==> src/rtl/fetch_stage.sv <==
// Instruction-fetch stage: owns the PC, captures ROM output into IF/ID, and
// handles stalls, branch redirects and halt draining.
//
// state  | meaning
// RUN    | fetching sequentially, one instruction per cycle
// DRAIN  | halt captured; PC frozen, bubbles fed until the halt commits
// HALTED | core stopped; only reset exits
module fetch_stage #(
  parameter logic [7:0] RESET_PC = 8'd1,
  parameter logic [8:0] HALT_OP  = 9'b110111000,
  parameter logic [8:0] NOP_OP   = 9'b000000000
) (
  input  logic       clk_i,
  input  logic       reset_i,
  input  logic       stall_i,
  input  logic       redirect_i,
  input  logic [7:0] redirect_pc_i,
  input  logic       halt_ack_i,
  input  logic [8:0] rom_instr_i,
  output logic [7:0] pc_o,
  output logic [8:0] if_instr_o,
  output logic [7:0] if_pc_o,
  output logic       if_valid_o,
  output logic       halted_o
);

  typedef enum logic [1:0] {
    RUN    = 2'd0,
    DRAIN  = 2'd1,
    HALTED = 2'd2
  } state_e;

  state_e     state_q;
  logic [7:0] pc_q;
  logic [8:0] if_instr_q;
  logic [7:0] if_pc_q;
  logic       if_valid_q;
  logic       halted_q;

  always_ff @(posedge clk_i) begin
    if (reset_i) begin
      state_q    <= RUN;
      pc_q       <= RESET_PC;
      if_instr_q <= NOP_OP;
      if_pc_q    <= 8'd0;
      if_valid_q <= 1'b0;
      halted_q   <= 1'b0;
    end else begin
      case (state_q)
        RUN: begin
          if (redirect_i) begin
            pc_q       <= redirect_pc_i;
            if_instr_q <= NOP_OP;
            if_valid_q <= 1'b0;
          end else if (!stall_i) begin
            if_instr_q <= rom_instr_i;
            if_pc_q    <= pc_q;
            if_valid_q <= 1'b1;
            // The halt itself is a real instruction; PC stops on it.
            if (rom_instr_i == HALT_OP) begin
              state_q <= DRAIN;
            end else begin
              pc_q <= pc_q + 8'd1;
            end
          end
        end
        DRAIN: begin
          if (halt_ack_i) begin
            state_q    <= HALTED;
            halted_q   <= 1'b1;
            if_instr_q <= NOP_OP;
            if_valid_q <= 1'b0;
          end else if (redirect_i) begin
            // Halt was on a mispredicted path; resume at the target.
            state_q    <= RUN;
            pc_q       <= redirect_pc_i;
            if_instr_q <= NOP_OP;
            if_valid_q <= 1'b0;
          end else if (!stall_i) begin
            if_instr_q <= NOP_OP;
            if_valid_q <= 1'b0;
          end
        end
        HALTED: begin
          if_valid_q <= 1'b0;
        end
        default: begin
          state_q <= RUN;
        end
      endcase
    end
  end

  assign pc_o       = pc_q;
  assign if_instr_o = if_instr_q;
  assign if_pc_o    = if_pc_q;
  assign if_valid_o = if_valid_q;
  assign halted_o   = halted_q;

endmodule

==> config.mk <==
export PLATFORM = sky130hd
export DESIGN_NAME = fetch_stage
export DESIGN_NICKNAME = d
export VERILOG_FILES = /design/src/rtl/fetch_stage.sv
export SDC_FILE = /design/constraint.sdc
export NUM_CORES = 1
export LEC_CHECK = 0
export ABC_CLOCK_PERIOD_IN_PS = 2350
export BUFFER_PORTS_ARGS = -buffer_cell sky130_fd_sc_hd__buf_4
export CAP_MARGIN = 20
export CORE_ASPECT_RATIO = 0.75
export CORE_MARGIN = 1
export CORE_UTILIZATION = 41
export CTS_BUF_LIST = sky130_fd_sc_hd__clkbuf_16
export DETAILED_ROUTE_END_ITERATION = 12
export HOLD_SLACK_MARGIN = 0.15
export PLACE_DENSITY_LB_ADDON = 0.12
export SYNTH_ARGS = -nofsm -noshare
export SYNTH_HDL_FRONTEND = slang
export SYNTH_SLANG_ARGS = --single-unit
==> constraint.sdc <==
create_clock -name clk_i -period 2.35 [get_ports clk_i]
set_clock_uncertainty 0.1 [all_clocks]
set_input_delay 0.3525 -clock clk_i [delete_from_list [all_inputs] [get_ports clk_i]]
set_output_delay 0.3525 -clock clk_i [all_outputs]
set_load 0.1 [all_outputs]
==> reports/summary.md <==
* outcome: finished, final reports clean
* number of enable-type register cells in the synthesized netlist: 0
* final critical path time including I/O delays and setup: 2.08 ns
* maximum number of pins on one net before global-route repair: 29
* Via density: 5.54
* final worst-path cycle share: 88.5%
* top metal layer carrying routed signals: met4
* remaining number of nets flagged by the antenna check after routing: 0
* Min Hold Slack: 0.245 ns
* clock slew at the register clock pins of the worst setup and hold paths: 0.05 ns
* final estimated routing congestion in global placement: 0.845
* half-perimeter wire length of the detailed placement result: 2950 µm
* number of nets in the layout: 254
* FFs w/ async S/R, synth: 0%
* hold depth: 3
* fillers: 318
* number of pins with negative max-slew slack in the final report: 0
* Setup crit start kind: flop
* input/output buffers: 48
* met3 WL: 173 µm
* non-filler cells, final: 278
* net switching power of the design: 0.481 mW
* final count of hold timing violations: 0
* width of the die: 72.1 µm
* Rel. slew slack: 62.8%
* post-synth net total: 208
* Die ar.: 3940 µm²
* ratio of total power to cell area: 727 nW/µm²
* number of different library cells in the post-synthesis netlist: 44
* worst min-delay path class: input pin to flop
* netlist area before placement: 1510 µm²
* Data arrival, critical path: 2.12 ns
* Setup crit end kind: flop
* proportion of netlist area held by the largest area contributor: 38.4%
* Initial Utilization: 44.4%
* fraction of power consumed by sequential logic: 37.0%
* standard cell core area: 3400 µm²
* leading cell types in the layout, fill and taps excluded: sky130_fd_sc_hd__buf_4, sky130_fd_sc_hd__nand2_1, sky130_fd_sc_hd__dfxtp_1
* cts-stage hold buffer count: 0
* cell type with the largest total area after synthesis: sky130_fd_sc_hd__dfxtp_1
* placement-stage worst setup slack: 0.361 ns
* clock tree buffer depth: 2
* Routed WL: 4100 µm
* Max Cap Violations: 0
* Remaining Overflow, GRT: 0
* wire length of the first global-routing pass: 6580 µm
* proportion of power drawn by combinational gates: 22.5%
* share of final-layout standard cells stronger than drive strength 1: 28.9%
* top post-synthesis cells by area: sky130_fd_sc_hd__dfxtp_1, sky130_fd_sc_hd__a21oi_1, sky130_fd_sc_hd__nand2_1, sky130_fd_sc_hd__nand3_1, sky130_fd_sc_hd__ha_1
* count of standard-cell rows: 18
* Avg WL per Cell: 14.8 µm
* clock insertion delay at the later pin of the skew report: 0.27 ns
* 1st-pass router iterations: 4
* Total Neg Setup Slack: 0 ns
* post-synthesis sequential area ratio: 38.4%
* relative area change from synthesis to final layout: 33.6%
* CP Class: flop to flop
* maximum fanout count along the critical path: 16
* number of warnings reported in the yosys synthesis log: 0
* pin slew with the least headroom to its limit: 0.559 ns
* number of inserted diodes: 0
* net switching fraction of the power: 32.8%
* CTS buffer count: 5
* total of endpoints with negative setup slack in the final report: 0
* number of placed cells counting well taps: 270
* antenna violations before repair: 0
* Clock Sinks: 29
* routed length on met2: 1880 µm
* # IOs: 49
* H-tree depth: 2
* Req. time, crit path: 2.39 ns
* CTS tree: built
* Remaining DRCs: 0
* main flop type after synthesis: sky130_fd_sc_hd__dfxtp_1
* post-CTS setup buffer count: 0
* Max IR drop VDD: 0.499 mV
* post_cts resized: 0
* internal power: 0.987 mW
* total vias in the final route: 1539
* worst-case reg-to-reg path depth: 6
* length of routed wiring on met1: 2010 µm
* all-layer global routing usage: 22.5%
* per-instance average area after synthesis: 8.35 µm²
* initial drt markers: 86
* total leakage power: 0.833 nW
* RSZ-0062 raised after global routing: no
* via count of the first global-routing pass: 1400
* synthesized flop and latch total: 29
* number of standard cells after synthesis: 181
* post-layout worst setup margin: 0.271 ns
* Clock Root Buffer: sky130_fd_sc_hd__clkbuf_16
* achievable frequency: 0.481 GHz
* die height: 54.6 µm
* leading cell type in the layout, fill and taps excluded: sky130_fd_sc_hd__buf_4
* part of the total power dissipated in the clock network: 40.5%
cell type report:
type / count / area, µm² / share of cell area (%)
Clock inverter: 3 / 13.8 / 0.682
Clock buffer: 5 / 125 / 6.20
Tap cell: 50 / 62.6 / 3.10
Inverter: 5 / 18.8 / 0.929
Timing Repair Buffer: 50 / 375 / 18.6
Multi-Input combinational cell: 136 / 843 / 41.8
Sequential cell: 29 / 581 / 28.7
final timing paths:
check	startpoint	end	slack, ns
worst max-delay path	state_q[1]$_SDFFE_PP0P_	pc_o[2]$_SDFFE_PP0P_	0.27
worst min-delay path	halt_ack_i	halted_o$_SDFFE_PP0P_	0.24
worst max register to register	state_q[1]$_SDFFE_PP0P_	pc_o[2]$_SDFFE_PP0P_	0.27
worst min register to register	if_instr_o[4]$_SDFFE_PP0P_	if_instr_o[4]$_SDFFE_PP0P_	0.35
power groups by stage:
| stage | combinational (mW) | clock (mW) | sequential, mW |
|---|---|---|---|
| floorplan | 0.0854 | 0 | 0.708 |
| global placement | 0.327 | 0 | 0.552 |
| detailed placement | 0.330 | 0 | 0.552 |
| CTS | 0.331 | 0.601 | 0.543 |
| global route | 0.347 | 0.629 | 0.547 |
| finish | 0.331 | 0.594 | 0.544 |
cells by family after synthesis:
logic type	synth area share, %
mux	0.662
flops	38.4
compound gates	25.0
buf+inv	5.79
simple gates	26.0
fa+ha+maj	4.14
worst max-delay path, cell delays in order, from the launching register on:
cell and delay [ns]:
sky130_fd_sc_hd__dfxtp_1 0.34, sky130_fd_sc_hd__inv_1 0.09, sky130_fd_sc_hd__ha_1 0.29, sky130_fd_sc_hd__or2_1 0.51, sky130_fd_sc_hd__nor2_1 0.10, sky130_fd_sc_hd__o311ai_0 0.39, sky130_fd_sc_hd__o31ai_1 0.13
through the flow:
stage	utilization (%)	instance area [µm²]	power (mW)
3_5_place_dp	55.3	1880	0.882
6_report	59.4	2020	1.47
3_3_place_gp	55.3	1880	0.878
5_1_grt	59.4	2020	1.52
4_1_cts	59.4	2020	1.48
2_1_floorplan	-	1510	0.793
sequential cells by signal (all words and copies together) (netlist names):
register	count
if_pc_o	8
halted_o	1
if_instr_o	9
if_valid_o	1
state_q	2
pc_o	8
per-layer routing:
layer  up-vias  global-route usage [%]
met5         -                       0
met4         0                    12.1
met3         5                    5.34
met2        41                    35.0
met1       739                    29.3
li1        754                       -
synth_stat cells (2+ instances only):
cell type and number:
sky130_fd_sc_hd__nand2_1 34, sky130_fd_sc_hd__nor4b_2 2, sky130_fd_sc_hd__nor2b_1 3, sky130_fd_sc_hd__a31oi_1 2
sky130_fd_sc_hd__nand4_1 2, sky130_fd_sc_hd__o21ai_0 3, sky130_fd_sc_hd__a21oi_1 26, sky130_fd_sc_hd__o21bai_1 2
sky130_fd_sc_hd__ha_1 5, sky130_fd_sc_hd__nand3_1 15, sky130_fd_sc_hd__nor2_1 5, sky130_fd_sc_hd__inv_1 5
sky130_fd_sc_hd__a211oi_1 2, sky130_fd_sc_hd__buf_6 3, sky130_fd_sc_hd__a32o_1 2, sky130_fd_sc_hd__o32ai_1 2
sky130_fd_sc_hd__o31ai_1 3, sky130_fd_sc_hd__dfxtp_1 29, sky130_fd_sc_hd__clkbuf_1 6, sky130_fd_sc_hd__and3_1 2
sky130_fd_sc_hd__and2_1 2, sky130_fd_sc_hd__o311ai_0 2, sky130_fd_sc_hd__nor3_1 3
Power figures use the tool's default switching activity.
